===== src/rtl/rle_vga_pkg.sv =====
// Shared definitions for the RLE VGA pipeline.
// Holds the flash opcode, stream widths and the SPI reader state encoding.
package rle_vga_pkg;

   localparam logic [7:0] CMD_READ  = 8'h03;
   localparam int         ADDR_BITS = 24;
   localparam int         WORD_BITS = 16;
   localparam int         HDR_BITS  = 32;
   localparam int         CS_GAP    = 2;

   typedef enum logic [2:0] {
      S_IDLE,
      S_SHIFT_OUT,
      S_SHIFT_IN,
      S_STALL,
      S_GAP
   } sf_state_t;

endpackage


===== src/rtl/spi_flash_stream.sv =====
// SPI flash READ streamer: sends opcode + 24-bit address, then streams
// 16-bit big-endian words over valid/ready, stalling SCK on backpressure.
// Ports: clk, rst (sync, active-high), start/addr_in/stop control,
// data_out/data_valid/data_ready stream, busy, spi_cs_n/spi_clk/spi_mosi/spi_miso.
module spi_flash_stream
   import rle_vga_pkg::*;
#(
   parameter logic [7:0] CMD_READ = rle_vga_pkg::CMD_READ,
   parameter int         CS_GAP   = rle_vga_pkg::CS_GAP
) (
   input  logic                 clk,
   input  logic                 rst,
   input  logic                 start,
   input  logic [ADDR_BITS-1:0] addr_in,
   input  logic                 stop,
   output logic [WORD_BITS-1:0] data_out,
   output logic                 data_valid,
   input  logic                 data_ready,
   output logic                 busy,
   output logic                 spi_cs_n,
   output logic                 spi_clk,
   output logic                 spi_mosi,
   input  logic                 spi_miso
);

   sf_state_t               state;
   logic [5:0]              cnt;
   logic [HDR_BITS-1:0]     sr_out;
   logic [WORD_BITS-1:0]    sr_in;
   logic [WORD_BITS-1:0]    word_next;

   // Word including the bit sampled at the end of the current high phase.
   assign word_next = {sr_in[WORD_BITS-2:0], spi_miso};

   always_ff @(posedge clk) begin
      if (rst) begin
         state      <= S_IDLE;
         cnt        <= '0;
         sr_out     <= '0;
         sr_in      <= '0;
         data_out   <= '0;
         data_valid <= 1'b0;
         busy       <= 1'b0;
         spi_cs_n   <= 1'b1;
         spi_clk    <= 1'b0;
         spi_mosi   <= 1'b0;
      end else if (stop && state != S_IDLE && state != S_GAP) begin
         // Abort: drop CS at once and discard partial/buffered words.
         state      <= S_GAP;
         cnt        <= 6'(CS_GAP - 1);
         data_valid <= 1'b0;
         spi_cs_n   <= 1'b1;
         spi_clk    <= 1'b0;
         spi_mosi   <= 1'b0;
      end else begin
         if (data_valid && data_ready)
            data_valid <= 1'b0;
         unique case (state)
            S_IDLE: begin
               if (start && !stop) begin
                  state    <= S_SHIFT_OUT;
                  busy     <= 1'b1;
                  cnt      <= '0;
                  spi_cs_n <= 1'b0;
                  spi_clk  <= 1'b0;
                  spi_mosi <= CMD_READ[7];
                  // sr_out[31] always holds the next bit to present.
                  sr_out   <= {CMD_READ[6:0], addr_in, 1'b0};
               end
            end
            S_SHIFT_OUT: begin
               if (!spi_clk) begin
                  spi_clk <= 1'b1;
               end else begin
                  spi_clk <= 1'b0;
                  if (cnt == 6'(HDR_BITS - 1)) begin
                     state    <= S_SHIFT_IN;
                     cnt      <= '0;
                     spi_mosi <= 1'b0;
                  end else begin
                     cnt      <= cnt + 6'd1;
                     spi_mosi <= sr_out[HDR_BITS-1];
                     sr_out   <= {sr_out[HDR_BITS-2:0], 1'b0};
                  end
               end
            end
            S_SHIFT_IN: begin
               if (!spi_clk) begin
                  spi_clk <= 1'b1;
               end else begin
                  spi_clk <= 1'b0;
                  sr_in   <= word_next;
                  if (cnt == 6'(WORD_BITS - 1)) begin
                     cnt <= '0;
                     if (!data_valid || data_ready) begin
                        data_out   <= word_next;
                        data_valid <= 1'b1;
                     end else begin
                        // Buffer full: park with SCK low, word held in sr_in.
                        state <= S_STALL;
                     end
                  end else begin
                     cnt <= cnt + 6'd1;
                  end
               end
            end
            S_STALL: begin
               if (data_ready) begin
                  data_out   <= sr_in;
                  data_valid <= 1'b1;
                  state      <= S_SHIFT_IN;
               end
            end
            S_GAP: begin
               if (cnt == '0) begin
                  state <= S_IDLE;
                  busy  <= 1'b0;
               end else begin
                  cnt <= cnt - 6'd1;
               end
            end
            default: state <= S_IDLE;
         endcase
      end
   end

endmodule

===== config.mk =====
export PLATFORM = sky130hd
export DESIGN_NAME = spi_flash_stream
export DESIGN_NICKNAME = d
export VERILOG_FILES = /design/src/rtl/rle_vga_pkg.sv /design/src/rtl/spi_flash_stream.sv
export SDC_FILE = /design/constraint.sdc
export NUM_CORES = 1
export LEC_CHECK = 0
export CAP_MARGIN = 20
export CORE_ASPECT_RATIO = 2
export CORE_MARGIN = 4
export CORE_UTILIZATION = 49
export CTS_CLUSTER_DIAMETER = 40
export DETAILED_ROUTE_END_ITERATION = 16
export GPL_TIMING_DRIVEN = 0
export PLACE_DENSITY_LB_ADDON = 0.05
export SYNTH_ARGS = -nofsm -noshare
export SYNTH_HDL_FRONTEND = slang
export SYNTH_SLANG_ARGS = --single-unit

===== constraint.sdc =====
create_clock -name clk -period 2.1 [get_ports clk]
set_input_delay 0.42 -clock clk [delete_from_list [all_inputs] [get_ports clk]]
set_output_delay 0.42 -clock clk [all_outputs]
set_load 0.005 [all_outputs]

==> metrics.md, run 1 <==
| Metric | Value |
|---|---|
| DR iter-0 viols | 218 |
| Hold Vio Cnt, Final | 0 |
| Synthesized flop and latch total | 77 |
| Ant diodes | 0 |
| Max-Cap Viols | 0 |
| CP startpoint kind | register |
| Post-synthesis cell type count | 45 |
| FP Rows | 44 |
| Final #Nets | 538 |
| Slew Viols, Final | 0 |
| Root buf cell | clkbuf_16 |
| Post-route ant nets | 0 |
| CTS Buf Count | 9 |
| Clock transition at path regs | 0.05 ns |
| Hold_ws | 0.472 ns |
| Tightest Pin Transition | 0.648 ns |
| Final worst slack | 0.0981 ns |
| Die Y | 130 um |
| Family with the most delay on the worst path | flip-flops |
| Die area | 8970 sq um |
| First-pass GRT wire length | 16500 um |
| Skew final | 0.00501 ns |
| Syn nets | 479 |
| Die width | 69.0 um |
| Lkg Pwr | 0.00175 uW |
| WP data required | 1.68 ns |
| Largest net degree at the start of global routing | 20 |
| Total GRT Usage | 0.225 |
| Share of cells above drive strength 1 | 0.127 |
| Critical path fanouts, max | 11 |
| Power, Total | 3760 uW |
| Syn_area_per_cell | 8.18 sq um |
| Vias | 3468 |
| Status | finished, final reports clean |
| Synth area leaders | dfxtp_1 (42%), a311oi_1 (9.8%), nand2_1 (7.7%) |
| Vias/cell | 5.76 |
| CP Buf/Inv Count | 1 |
| Ports | 51 |
| First-pass DRT Iterations | 4 |
| CP Cell Sequence | clkdlybuf4s50_1 |
| Final TNS setup | 0 ns |
| Max Buffers Root-to-Sink | 2 |
| Area added between synthesis and finish | 29.0% |
| Critical-path top delay cell | dfxtp_1 |
| Worst EP arrival | 1.58 ns |
| Total Wirelength | 9640 um |
| Cells after Synth | 446 |
| Initial core utilization | 0.502 |
| Most frequent cells in the layout | nand2_1 (74), dfxtp_1 (74), nor2_1 (71) |
| Antenna violations before repair | 0 |
| Avg WL per Cell | 16.0 um |
| Period utilization | 0.953 |
| Power per cell area | 798 nW/um^2 |
| Post-synth top area cell | dfxtp_1 |
| Clk network pwr share | 0.442 |
| Global placement routability congestion | 0.872 |
| Internal power | 2840 uW |
| Fill cell count | 634 |
| Cell Area, Synth | 3650 sq um |
| Register area share after synthesis | 0.422 |
| Gate power share | 0.137 |
| Clock sinks | 77 |
| H-Tree Depth | 3 |
| Worst VDD drop | 559 uV |
| CTS tree | built |
| Worst setup path class | reg -> out |
| Reg power frac | 0.421 |
| Max Freq | 0.500 GHz |
| Max incr delay on CP | 0.65 ns |
| CTS Hold Buffers Added | 0 |
| Switching Fraction | 0.243 |
| Setup violators final | 0 |
| DP Worst Slack | -0.715 ns |
| Nature of the critical path endpoint | primary output |
| Synth top area share | 0.422 |
| Core area | 7270 sq um |
| DRC viols | 0 |
| Detail Placement HPWL | 6940 um |
| Ys Warns | 0 |
| Hold crit path type | reg -> reg |
| Vias in the first global route | 3502 |
| Max-Slew Margin vs Limit | 0.568 |
| Sw Pwr | 914 uW |
| GRT Residual Overflow | 0 |
| Port bufs | 50 |
| Worst skew pair latency | 0.33 ns |
| Final Critical Period | 2.00 ns |
| Unrepaired setup endpoints after global routing | true |
## logic make-up after synthesis
logic type,count (synthesis),share of synthesized area
AND/OR/NAND/NOR,210,0.258
AO/OA/AOI/OAI,86,0.191
flip-flops,77,0.422
buffers and inverters,48,0.0604
multiplexers,17,0.0466
XOR/XNOR,5,0.0120
adder cells (fa/ha/maj),3,0.0103
## per-layer routing
layer	track usage	share of wire	vias to the layer above
met1	0.243	0.39	1663
met4	0.128	0.033	0
met5	0	0	-
li1	-	-	1691
met2	0.399	0.54	88
met3	0.0555	0.041	26
## state kept, by name, indices dropped and copies added, names as in the netlist
signal / flops
spi_mosi: 1
data_out: 16
spi_clk: 1
sr_out: 31
state: 3
busy: 1
cnt: 6
spi_cs_n: 1
data_valid: 1
sr_in: 16
## area by class of cell
class | instances | area [sq um] | area share
Inverter | 7 | 26.3 | 0.00558
Timing Repair Buffer | 53 | 522 | 0.111
Clock buffer | 12 | 256 | 0.0545
Multi-Input combinational cell | 321 | 1970 | 0.419
Sequential cell | 77 | 1550 | 0.329
Clock inverter | 4 | 70.1 | 0.0149
Buffer | 36 | 195 | 0.0415
Tap cell | 92 | 115 | 0.0244
## synthesized netlist by cell type, drive strengths merged
cell     number
a2111oi       3
clkbuf       24
dfxtp        77
a21oi        15
a32oi         1
or3b          1
xor2          2
or3           2
o32a          2
nor2b         4
o221ai        1
o21ai         6
nand3        25
nand2b        9
xnor2         3
o22ai         1
o22a          1
nand2        75
and2          4
and4b         1
a31oi         4
or2           2
nor2         72
buf          17
nand3b        5
nor4b         1
a311oi       43
a21o          2
inv           7
nor3b         4
nor3          3
a211oi        3
a211o         1
and3b         2
ha            3
o21bai        1
o32ai         2
mux2i        17
## worst register-to-register path, cell delays in order (launching register included)
cell and delay, ns:
dfxtp_4 0.39, ha_4 0.17, and4b_2 0.27, nand3b_2 0.13, a2111oi_4 0.31, buf_4 0.20, buf_6 0.15, nor2_1 0.06
a311oi_2 0.24
## power groups by stage
| stage | sequential, uW | clock (uW) | combinational (uW) |
|---|---|---|---|
| after floorplan | 1590 | 0 | 328 |
| after global placement | 1600 | 0 | 490 |
| after detailed placement | 1600 | 0 | 498 |
| after CTS | 1570 | 1690 | 504 |
| after global routing | 1590 | 1760 | 573 |
| final | 1580 | 1660 | 515 |
## final timing paths
check	from	end	slack (ns)	cells after the start
max	spi_clk	spi_clk	0.1	1
min	sr_out[29]	sr_out[29]	0.47	2
max reg2reg	cnt[0]	data_out[6]	0.1	8
min reg2reg	sr_out[29]	sr_out[29]	0.47	2
## through the flow
step,util,cells,cell area [sq um]
after floorplan,-,446,3650
after global placement,0.587,588,4260
after detailed placement,0.587,588,4260
after CTS,0.638,604,4630
after global routing,0.648,602,4710
final,0.648,602,4710
## what timing repair did
action | in CTS | in global routing
endpoints found under the setup margin | 50 | 61
buffers inserted | 2 | 0
gates cloned | 1 | 0
pin swaps | 1 | 2
resized for setup | 13 | 32
endpoints found under the hold margin | 0 | 0
(Power assumes the default switching activity.)
==> inputs of run 2 (changes only) <==
--- a/config.mk
+++ b/config.mk
@@ -13,6 +13,7 @@
 export DETAILED_ROUTE_END_ITERATION = 16
 export GPL_TIMING_DRIVEN = 0
 export PLACE_DENSITY_LB_ADDON = 0.05
+export SKIP_CTS_REPAIR_TIMING = 1
 export SYNTH_ARGS = -nofsm -noshare
 export SYNTH_HDL_FRONTEND = slang
 export SYNTH_SLANG_ARGS = --single-unit
==> run 2 against run 1 <==
Effect of this change:
- sequential share of layout area about the same
- clock-buffer cell count did not move
- non-clock buffer count unchanged
- critical path depth increased by 7
- core utilization shrank 0.12 points
- clock skew barely moved
- routed wire length decreased by 0.84%
- total power rose by 0.16%
==> metrics.md, run 2 (synthesized netlist as in run 1, its figures left out) <==
| Metric | Value |
|---|---|
| Status | finished, final reports clean |
| Power, Total | 3760 uW |
| CP Buf/Inv Count | 3 |
| Slew Viols, Final | 0 |
| Max Freq | 0.487 GHz |
| Critical-path top delay cell | clkdlybuf4s50_1 |
| Global placement routability congestion | 0.872 |
| Antenna violations before repair | 0 |
| Period utilization | 0.978 |
| Biggest register | sr_out |
| Final worst slack | 0.0470 ns |
| Worst skew pair latency | 0.33 ns |
| RR Endpoint | state[1] |
| Critical Path Source | start |
| Final Critical Period | 2.05 ns |
| First-pass DRT Iterations | 4 |
| Lkg Pwr | 0.00178 uW |
| Worst r2r path cells | 5 |
| Vias in the first global route | 3467 |
| R2r setup slk | 0.09 ns |
| Die width | 69.0 um |
| Detail Placement HPWL | 6940 um |
| Hold Vio Cnt, Final | 0 |
| Max incr delay on CP | 0.46 ns |
| Hold path startpoint | sr_out[29] |
| Worst EP arrival | 2.28 ns |
| Commonest non-fill, non-tap cell in the layout | nand2_1 |
| Fin cells | 602 |
| Hold path endpoint | sr_out[29] |
| Largest net degree at the start of global routing | 13 |
| Final #Nets | 538 |
| Ports | 51 |
| Vias | 3452 |
| Hold crit path type | reg -> reg |
| CP Cell Sequence | clkdlybuf4s50_1 -> nor3b_2 -> and2_2 -> o22a_1 -> buf_2 -> clkbuf_4 -> nor2_1 -> a311oi_1 |
| Initial core utilization | 0.502 |
| Hold Path Depth | 2 |
| Family with the most delay on the worst path | buffers and inverters |
| CP startpoint kind | input pin |
| DR iter-0 viols | 158 |
| Post-Place Cells | 588 |
| Core area | 7270 sq um |
| Largest registers | sr_out: 31 flops, data_out: 16 flops, sr_in: 16 flops |
| DP Worst Slack | -0.715 ns |
| Ant diodes | 0 |
| DRC viols | 0 |
| Tightest Pin Transition | 0.634 ns |
| Max reg flops | 31 |
| Avg WL per Cell | 15.9 um |
| CTS tree | built |
| WP data required | 2.32 ns |
| Port bufs | 50 |
| Skew final | 0.00479 ns |
| Critical path fanouts, max | 10 |
| Share of cells above drive strength 1 | 0.124 |
| Die area | 8970 sq um |
| Root buf cell | clkbuf_16 |
| Nature of the critical path endpoint | register |
| Die Y | 130 um |
| Vias/cell | 5.73 |
| Area added between synthesis and finish | 28.8% |
| CTS Buf Count | 9 |
| Power per cell area | 801 nW/um^2 |
| Most frequent cells in the layout | nand2_1 (75), dfxtp_1 (74), nor2_1 (71) |
| GRT Residual Overflow | 0 |
| FP Rows | 44 |
| FF-to-FF Start | spi_clk |
| Final TNS setup | 0 ns |
| Setup violators final | 0 |
| Worst setup path class | in -> reg |
| Post-route ant nets | 0 |
| H-Tree Depth | 3 |
| Clock sinks | 77 |
| Total GRT Usage | 0.221 |
| Clock transition at path regs | 0.06 ns |
| Max-Slew Margin vs Limit | 0.577 |
| Worst VDD drop | 560 uV |
| Total Wirelength | 9560 um |
| First-pass GRT wire length | 16200 um |
| Max Buffers Root-to-Sink | 2 |
| Max-Cap Viols | 0 |
## run 2: report_power, final
part,internal [uW],total [uW],switching [uW]
Combinational,210,512,302
Clock,1100,1670,569
Sequential,1530,1580,49.4
## run 2: tightest hold or removal path, stage by stage (launching register included)
cell and delay, ns:
dfxtp_1 0.31, nand2b_1 0.06, a21oi_1 0.05
## run 2: worst max path at each step
stage                  end  slack [ns]  cells after the start
2_1_floorplan  data_out[4]        0.14                      7
3_3_place_gp    sr_out[23]       -0.65                      8
3_5_place_dp    sr_out[13]       -0.71                      9
4_1_cts         sr_out[13]       -0.38                      9
5_1_grt           state[1]       -0.09                      5
6_report        sr_out[13]        0.05                      8
## run 2: final cells by class
| class | count | area, sq um |
|---|---|---|
| Multi-Input combinational cell | 321 | 1970 |
| Tap cell | 92 | 115 |
| Clock buffer | 12 | 256 |
| Timing Repair Buffer | 52 | 518 |
| Buffer | 37 | 196 |
| Clock inverter | 4 | 70.1 |
| Fill cell | 641 | 2570 |
| Sequential cell | 77 | 1550 |
| Inverter | 7 | 26.3 |
## run 2: per-layer routing
layer  up-vias  global-route usage  share of wire
met3        23              0.0547          0.042
li1       1692                   -              -
met1      1650               0.240           0.39
met2        87               0.396           0.54
met5         -                   0              0
met4         0               0.114          0.030
## run 2: metrics by stage
stage / hold slack (ns) / util / area (sq um)
final: 0.472 / 0.647 / 4700
after global routing: 0.491 / 0.647 / 4700
after CTS: 0.474 / 0.632 / 4590
after detailed placement: 0.463 / 0.587 / 4260
after global placement: 0.452 / 0.587 / 4260
after floorplan: 0.442 / - / 3650
==> inputs of run 3 (changes only) <==
--- a/config.mk
+++ b/config.mk
@@ -7,13 +7,13 @@
 export LEC_CHECK = 0
 export CAP_MARGIN = 20
 export CORE_ASPECT_RATIO = 2
-export CORE_MARGIN = 4
+export CORE_MARGIN = 2
 export CORE_UTILIZATION = 49
 export CTS_CLUSTER_DIAMETER = 40
 export DETAILED_ROUTE_END_ITERATION = 16
 export GPL_TIMING_DRIVEN = 0
 export PLACE_DENSITY_LB_ADDON = 0.05
-export SKIP_CTS_REPAIR_TIMING = 1
+export SLEW_MARGIN = 20
 export SYNTH_ARGS = -nofsm -noshare
 export SYNTH_HDL_FRONTEND = slang
 export SYNTH_SLANG_ARGS = --single-unit
==> run 3 against run 2 <==
Effect of this change:
- non-clock buffer count up 3
- clock skew barely moved
- critical endpoint is now data_out[9]
- global-route usage rose by 1.3 points
- sequential share of layout area increased by 0.080 points
- worst hold slack lost 0.0073 ns
- routed wire length is 1.0% lower
- via count barely moved
- combinational power decreased by 0.8%
- sequential power about the same
- critical path depth did not move
- core utilization rose by 0.39 points
- largest cell class unchanged
- clock power is 5% lower
- critical path type is now reg -> reg
==> metrics.md, run 3 (synthesized netlist as in run 1, its figures left out) <==
| Metric | Value |
|---|---|
| Die area | 8190 sq um |
| Critical path fanouts, max | 10 |
| CP Cell Sequence | ha_4 -> and4b_2 -> nand3b_2 -> a2111oi_4 -> buf_4 -> buf_8 -> nor2_1 -> a311oi_1 |
| Unrepaired setup endpoints after global routing | true |
| Status | finished, final reports clean |
| Vias | 3453 |
| CTS Buf Count | 9 |
| Vias in the first global route | 3316 |
| FP Rows | 44 |
| Antenna violations before repair | 0 |
| CTS tree | built |
| Most frequent cells in the layout | nand2_1 (75), dfxtp_1 (75), nor2_1 (71) |
| Family with the most delay on the worst path | compound AO/OA/AOI/OAI gates |
| CTS Hold Buffers Added | 0 |
| Fin cells | 605 |
| Max Freq | 0.496 GHz |
| Clock transition at path regs | 0.06 ns |
| Final #Nets | 541 |
| Global placement routability congestion | 0.843 |
| Die Y | 126 um |
| Final TNS setup | 0 ns |
| Initial core utilization | 0.506 |
| Max Buffers Root-to-Sink | 2 |
| Tightest Pin Transition | 0.568 ns |
| Max-Cap Viols | 0 |
| Clock sinks | 77 |
| Lkg Pwr | 0.00176 uW |
| Max-Slew Margin vs Limit | 0.621 |
| H-Tree Depth | 3 |
| First-pass DRT Iterations | 4 |
| Total Wirelength | 9460 um |
| Post-route ant nets | 0 |
| Ant diodes | 0 |
| CP startpoint kind | register |
| Hold Vio Cnt, Final | 0 |
| Setup violators final | 0 |
| Worst VDD drop | 626 uV |
| Ports | 51 |
| Nature of the critical path endpoint | register |
| Vias/cell | 5.71 |
| First-pass GRT wire length | 15200 um |
| WP data required | 2.34 ns |
| Skew final | 0.00489 ns |
| Port bufs | 50 |
| Avg WL per Cell | 15.6 um |
| Final Critical Period | 2.02 ns |
| Largest net degree at the start of global routing | 14 |
| Area added between synthesis and finish | 28.6% |
| Die width | 65.0 um |
| DRC viols | 0 |
| Critical-path top delay cell | dfxtp_4 |
| Power per cell area | 784 nW/um^2 |
| Share of cells above drive strength 1 | 0.121 |
| Hold crit path type | reg -> reg |
| CP Buf/Inv Count | 2 |
| Max incr delay on CP | 0.39 ns |
| Post-Place Cells | 588 |
| Worst EP arrival | 2.26 ns |
| Total GRT Usage | 0.234 |
| DR iter-0 viols | 313 |
| Root buf cell | clkbuf_16 |
| Detail Placement HPWL | 6750 um |
| Worst skew pair latency | 0.34 ns |
| GRT Residual Overflow | 0 |
| Biggest register | sr_out |
| Period utilization | 0.961 |
| Core area | 7210 sq um |
| Worst setup path class | reg -> reg |
| Max reg flops | 31 |
| Slew Viols, Final | 0 |
| Largest registers | sr_out: 31 flops, data_out: 16 flops, sr_in: 16 flops |
-- run 3: changes by cell type in the layout (fill, tap and decap cells not counted), sizes merged --
cell | before | now
buf | 15 | 17
clkinvlp | 0 | 2
bufinv | 2 | 1
-- run 3: cell type report --
type,instances,area (sq um)
fillers,658,2520
multi-input cells,321,1940
flip-flops and latches,77,1550
repair buffers,54,533
clock buffers,11,253
plain buffers,38,213
well taps,92,115
clock inverters,5,58.8
inverters,7,26.3
-- run 3: worst paths after layout --
path                            depth (start not counted)  slack, ns  startpoint     endpoint
worst max-delay path                                    8       0.08      cnt[0]  data_out[9]
worst min-delay path                                    2       0.46  sr_out[29]   sr_out[30]
worst max register to register                          8       0.08      cnt[0]  data_out[9]
worst min register to register                          2       0.46  sr_out[29]   sr_out[30]
-- run 3: report_power, final --
| part | switching (uW) | leakage [uW] | internal [uW] |
|---|---|---|---|
| combinational | 298 | 0.000984 | 210 |
| sequential | 48.3 | 0.000627 | 1530 |
| clock | 609 | 0.000148 | 984 |
| total | 956 | 0.00176 | 2720 |
-- run 3: stage by stage --
stage	setup WS (ns)	area, sq um	power [uW]	hold slack, ns	utilization
finish	0.0820	4690	3680	0.464	0.651
global route	-0.0140	4690	3810	0.493	0.651
CTS	0.00995	4620	3690	0.471	0.641
detailed placement	-0.678	4260	2100	0.462	0.591
global placement	-0.605	4260	2080	0.452	0.591
floorplan	0.141	3650	1920	0.442	-
-- run 3: worst reg2reg max path, stage by stage, from the launching register on --
cell and delay, ns:
dfxtp_4 0.39, ha_4 0.17, and4b_2 0.25, nand3b_2 0.13, a2111oi_4 0.37, buf_4 0.20
buf_8 0.14, nor2_1 0.05, a311oi_1 0.24
-- run 3: metal layers --
metal / GRT usage / vias to the layer above / part of all wire
met3: 0.0429 / 18 / 0.036
met2: 0.425 / 84 / 0.54
met5: 0 / - / 0
met1: 0.256 / 1646 / 0.40
met4: 0.109 / 0 / 0.024
li1: - / 1705 / -
-- run 3: repair_timing --
item,in CTS,in global routing
endpoints found under the setup margin,53,64
setup buffers,2,2
gates resized for setup,12,24
pin swaps,1,14
